$ cat config.mk
export PLATFORM = sky130hd
export DESIGN_NAME = reg_bank_scanner
export DESIGN_NICKNAME = d
export VERILOG_FILES = /design/src/rtl/reg_bank_scanner.sv
export SDC_FILE = /design/constraint.sdc
export NUM_CORES = 1
export LEC_CHECK = 0
export CORE_MARGIN = 4
export CORE_UTILIZATION = 57
export DETAILED_ROUTE_END_ITERATION = 6
export PLACE_DENSITY_LB_ADDON = 0.25
export SYNTH_ARGS = -nofsm -noshare
export SYNTH_HDL_FRONTEND = slang
export SYNTH_SLANG_ARGS = --single-unit
$ cat constraint.sdc
create_clock -name clk -period 15.9 [get_ports clk]
set_input_delay 1.59 -clock clk [delete_from_list [all_inputs] [get_ports clk]]
set_output_delay 1.59 -clock clk [all_outputs]
set_load 0.05 [all_outputs]
$ cat src/rtl/reg_bank_scanner.sv
// 16-entry register bank feeding a 16:1 mux, with a dwell-timed channel sequencer driving the select.
// Optional SCAN_ONESHOT_EN: one pass over the enabled channels, then return to IDLE.
module reg_bank_scanner #(
    parameter int N     = 8,
    parameter int DWELL = 4
) (
    input  logic            clk,
    input  logic            rst,
    input  logic            wr_en,
    input  logic [3:0]      wr_addr,
    input  logic [N-1:0]    wr_data,
    input  logic            start,
    input  logic            stop,
    input  logic [15:0]     mask,
    output logic [16*N-1:0] q_flat,
    output logic [3:0]      sel,
    output logic            sel_valid,
    output logic            busy,
    output logic            wrap
);

    localparam logic [0:0] ST_IDLE = 1'b0;
    localparam logic [0:0] ST_SCAN = 1'b1;
    localparam logic [7:0] DWELL_LAST = 8'(DWELL - 1);

    logic [N-1:0] bank_q [16];
    logic [0:0]   state_q, state_d;
    logic [3:0]   sel_q, sel_d;
    logic [7:0]   cnt_q, cnt_d;
    logic         wrap_q, wrap_d;
    logic         busy_q, busy_d;
    logic         valid_q, valid_d;
    logic [3:0]   next_s;

    // Lowest set bit of m (m assumed non-zero by callers).
    function automatic logic [3:0] lowest_chan(input logic [15:0] m);
        logic [3:0] res;
        res = 4'd0;
        for (int i = 15; i >= 0; i--) begin
            if (m[i]) begin
                res = 4'(i);
            end else begin
                res = res;
            end
        end
        return res;
    endfunction

    // First enabled channel above cur, wrapping; the last candidate is cur itself.
    function automatic logic [3:0] next_chan(input logic [15:0] m, input logic [3:0] cur);
        logic [3:0] res;
        logic [3:0] idx;
        logic       found;
        res   = cur;
        found = 1'b0;
        for (int i = 1; i <= 16; i++) begin
            idx = cur + 4'(i);
            if (!found && m[idx]) begin
                res   = idx;
                found = 1'b1;
            end else begin
                found = found;
            end
        end
        return res;
    endfunction

    // Bank write port.
    always_ff @(posedge clk) begin
        if (rst) begin
            for (int k = 0; k < 16; k++) begin
                bank_q[k] <= '0;
            end
        end else if (wr_en) begin
            bank_q[wr_addr] <= wr_data;
        end
    end

    // Pack the bank for the downstream mux.
    always_comb begin
        q_flat = '0;
        for (int k = 0; k < 16; k++) begin
            q_flat[k*N +: N] = bank_q[k];
        end
    end

    assign next_s = next_chan(mask, sel_q);

    // Sequencer next-state logic; stop has priority over both start and advance.
    always_comb begin
        state_d = state_q;
        sel_d   = sel_q;
        cnt_d   = cnt_q;
        wrap_d  = 1'b0;
        case (state_q)
            ST_IDLE: begin
                cnt_d = 8'd0;
                if (start && !stop && (mask != 16'd0)) begin
                    state_d = ST_SCAN;
                    sel_d   = lowest_chan(mask);
                end else begin
                    state_d = ST_IDLE;
                end
            end
            ST_SCAN: begin
                if (stop) begin
                    state_d = ST_IDLE;
                    cnt_d   = 8'd0;
                end else if (cnt_q == DWELL_LAST) begin
                    cnt_d = 8'd0;
                    if (mask == 16'd0) begin
                        state_d = ST_IDLE;
                    end else if (next_s <= sel_q) begin
                        wrap_d = 1'b1;
`ifdef SCAN_ONESHOT_EN
                        state_d = ST_IDLE;
`else
                        sel_d = next_s;
`endif
                    end else begin
                        sel_d = next_s;
                    end
                end else begin
                    cnt_d = cnt_q + 8'd1;
                end
            end
            default: begin
                state_d = ST_IDLE;
                cnt_d   = 8'd0;
            end
        endcase
        busy_d  = (state_d == ST_SCAN);
        valid_d = (state_d == ST_SCAN);
    end

    // Sequencer state and registered outputs.
    always_ff @(posedge clk) begin
        if (rst) begin
            state_q <= ST_IDLE;
            sel_q   <= 4'd0;
            cnt_q   <= 8'd0;
            wrap_q  <= 1'b0;
            busy_q  <= 1'b0;
            valid_q <= 1'b0;
        end else begin
            state_q <= state_d;
            sel_q   <= sel_d;
            cnt_q   <= cnt_d;
            wrap_q  <= wrap_d;
            busy_q  <= busy_d;
            valid_q <= valid_d;
        end
    end

    assign sel       = sel_q;
    assign sel_valid = valid_q;
    assign busy      = busy_q;
    assign wrap      = wrap_q;

endmodule

==> flow_metrics.env <==
export IMPL_fp_row_count=44
export IMPL_yosysSeqAreaShare_pct=48.9
export IMPL_tritoncts="built"
export IMPL_clk_latency_ns=0.41
export IMPL_syn_avg_cell_area_um2=11.2
export IMPL_finalCritPeriodShare_pct=38.7
export IMPL_dpl_cell_area_mm2=0.0102
export IMPL_ant_nets=0
export IMPL_vias=6960
export IMPL_grt_ovfl_total=0
export IMPL_setup_ws_ns=9.74
export IMPL_num_io_pins=168
export IMPL_power_leakage_nw=3.79
export IMPL_root_buffer="clkbuf_16"
export IMPL_design_area_mm2=0.0108
export IMPL_die_x_um=130
export IMPL_cp_max_fo=48
export IMPL_cts_setup_buffers=0
export IMPL_routed_wirelength_mm=25.5
export IMPL_holdWs_ns=0.455
export IMPL_place_ws_ns=9.69
export IMPL_cts_buffer_depth=2
export IMPL_hold_viol=0
export IMPL_cts_sinks=142
export IMPL_synth_ff_type="edfxtp_1"
export IMPL_regArea_mm2=0.00413
export IMPL_initial_core_util_pct=58.0
export IMPL_core_area_mm2=0.0145
export IMPL_cts_buffers=17
export IMPL_drt_iter0_markers=614
export IMPL_crit_type="reg2reg"
export IMPL_synth_area_mm2=0.00843
export IMPL_holdBufCountCts=0
export IMPL_grt_max_degree=49
export IMPL_r2r_end="wrap$_SDFF_PP0_"
export IMPL_grt_pass1_wl_mm=38.4
export IMPL_synth_cell_types=75
export IMPL_max_stage_delay_ns=0.62
export IMPL_worstPathRequired_ns=16.21
export IMPL_path_clk_slew_ns=0.05
export IMPL_critPathArrivalTime_ns=6.47
export IMPL_cts_resized_gates=0
export IMPL_crit_family="simple AND/OR/NAND/NOR gates"
export IMPL_layout_drive_gt1_share_pct=11.5
export IMPL_reg2reg_setup_slack_ns=9.74
export IMPL_n_fill_cell=964
export IMPL_worst_slew_pin_slew_ns=1.10
export IMPL_crit_chain="buf_4, clkinv_1, ha_1, buf_4, mux4_2, mux2i_1, mux2i_1, or2_4, nor4b_4, nand2_1, or4_4, o211ai_2, and3_1, o21ai_1, ha_1, o21ai_0, nand2b_1, a21oi_1, a41oi_1, nor4_1"
export IMPL_use_met1_pct=35.7
export IMPL_setup_violations=0
export IMPL_slew_violations=0
export IMPL_first_pass_iters=5
export IMPL_power_mw=1.15
export IMPL_ys_ff_latch=142
export IMPL_die_y_um=130
export IMPL_antenna_found_initial=0
export IMPL_powerDensity_mw_per_mm2=107
export IMPL_max_slew_margin_pct=26.4
export IMPL_met3_usage_pct=5.32
export IMPL_timing_fmax_mhz=162
export IMPL_area_growth_pct=27.9
export IMPL_rsz0062_at_grt="false"
export IMPL_netlist_instances=751
export IMPL_rr_worst_depth=20
export IMPL_antenna_cells=0
export IMPL_multi_input_area_mm2=0.00406
export IMPL_synth_edf_count=128
export IMPL_start_kind="register"
export IMPL_grtUsageTotal_pct=30.1
export IMPL_hold_depth=1
export IMPL_wl_per_cell_um=23.1
export IMPL_outcome="finished clean"
export IMPL_critPathBufInv=3
export IMPL_period_minus_slack_ns=6.16
export IMPL_min_to="cnt_q[0]$_SDFF_PP0_"
export IMPL_final_core_util_pct=74.2
export IMPL_viasPerCell=6.32
export IMPL_yosysWarningCount=0
export IMPL_gp_congestion=0.904
export IMPL_synthArstFlopShare_pct=0
export IMPL_cap_violations=0
export IMPL_layout_cells_non_filler=1101
export IMPL_io_buffers=167
export IMPL_setup_worst_path_end_class="register"
export IMPL_grt_busiest_layer="met2"
export IMPL_synth_nets=797
export IMPL_drc=0
export IMPL_peakVddDrop_v=0.0000637
export IMPL_met2_usage_pct=55.1
export IMPL_dp_cells=1069
export IMPL_fin_skew_ns=0.00285
export IMPL_first_global_vias=6804
export IMPL_htree_levels=4
export IMPL_nNetsFinal=950
export IMPL_hold_path_startpoint="cnt_q[0]$_SDFF_PP0_"
export IMPL_die_area_mm2=0.0168
export IMPL_slowest_stage="ha_1"
export IMPL_rr_startpoint="sel[0]$_SDFFE_PP0P_"
export IMPL_timing_setup_tns_ns=0
export IMPL_place_hpwl_mm=18.2
export IMPL_hp_class="reg2reg"
where the power goes:
group | switching, mW | internal (mW)
Clock | 0.143 | 0.245
Combinational | 0.216 | 0.113
Sequential | 0.00837 | 0.427
metal layers:
metal	wire length, µm	vias up
li1	-	3083
met1	9130	3399
met2	13300	421
met3	2190	57
met4	819	0
met5	0	-
cells in the mapped netlist (all sizes together), types with 5 or more instances:
library cell,number,area share [%]
mux2,19,2.5
nand2,36,1.6
dfxtp,14,3.3
o2111ai,6,0.62
nor4,6,0.45
o21bai,6,0.53
buf,11,0.92
clkbuf,29,1.3
inv,16,0.71
and3,7,0.52
and2,133,9.9
or2,20,1.5
nand3,24,1.4
xnor2,13,1.4
xor2,5,0.52
a21oi,20,1.2
mux4,24,6.4
o211ai,5,0.50
or3,6,0.45
ha,13,1.9
nand2b,11,0.82
o22ai,6,0.45
nand4,6,0.62
nor2,58,2.6
o21ai,20,1.2
mux2i,32,3.8
nor3,17,1.1
edfxtp,128,46
cell usage in the layout (no fill, tap or decap), drive strengths merged, types with 17 or more instances in the layout:
cell type and instances:
a21oi 20, and2 133, clkbuf 20, clkdlybuf4s50 167, edfxtp 128, mux2 19
mux2i 32, mux4 24, nand2 36, nand3 24, nor2 58, nor3 17
o21ai 20, or2 20
registers in the layout, indices dropped and copies added, names as in the netlist:
| name | count |
|---|---|
| sel_valid | 1 |
| sel | 4 |
| wrap | 1 |
| bank_q | 128 |
| cnt_q | 8 |
cells by family (layout without fill, tap and decap cells):
group	count (synthesis)	count (layout)	synth area share, %
AOI/OAI and AO/OA	108	108	8.98
adders and majority gates	13	13	1.93
muxes	75	75	12.8
buffers and inverters	57	223	2.97
xor gates and xnor gates	18	18	1.96
DFF	142	142	48.9
and+or+nand+nor	338	338	22.5
cell type report:
cell class	count	area share, %
Clock buffer	20	4.05
Inverter	17	0.592
Clock inverter	12	1.35
Multi-Input combinational cell	552	37.6
Sequential cell	142	38.3
Tap cell	184	2.13
Timing Repair Buffer	174	16.0
worst max path at each step:
stage | startpoint | to | slack [ns] | depth (start not counted)
after CTS | sel[0]$_SDFFE_PP0P_ | wrap$_SDFF_PP0_ | 9.83 | 20
after global routing | sel[0]$_SDFFE_PP0P_ | wrap$_SDFF_PP0_ | 9.27 | 21
final | sel[0]$_SDFFE_PP0P_ | wrap$_SDFF_PP0_ | 9.74 | 20
after detailed placement | mask[7] | wrap$_SDFF_PP0_ | 9.69 | 17
after floorplan | sel[1]$_SDFFE_PP0P_ | wrap$_SDFF_PP0_ | 10.25 | 21
after global placement | mask[7] | wrap$_SDFF_PP0_ | 9.83 | 17
Power figures use the tool's default switching activity.
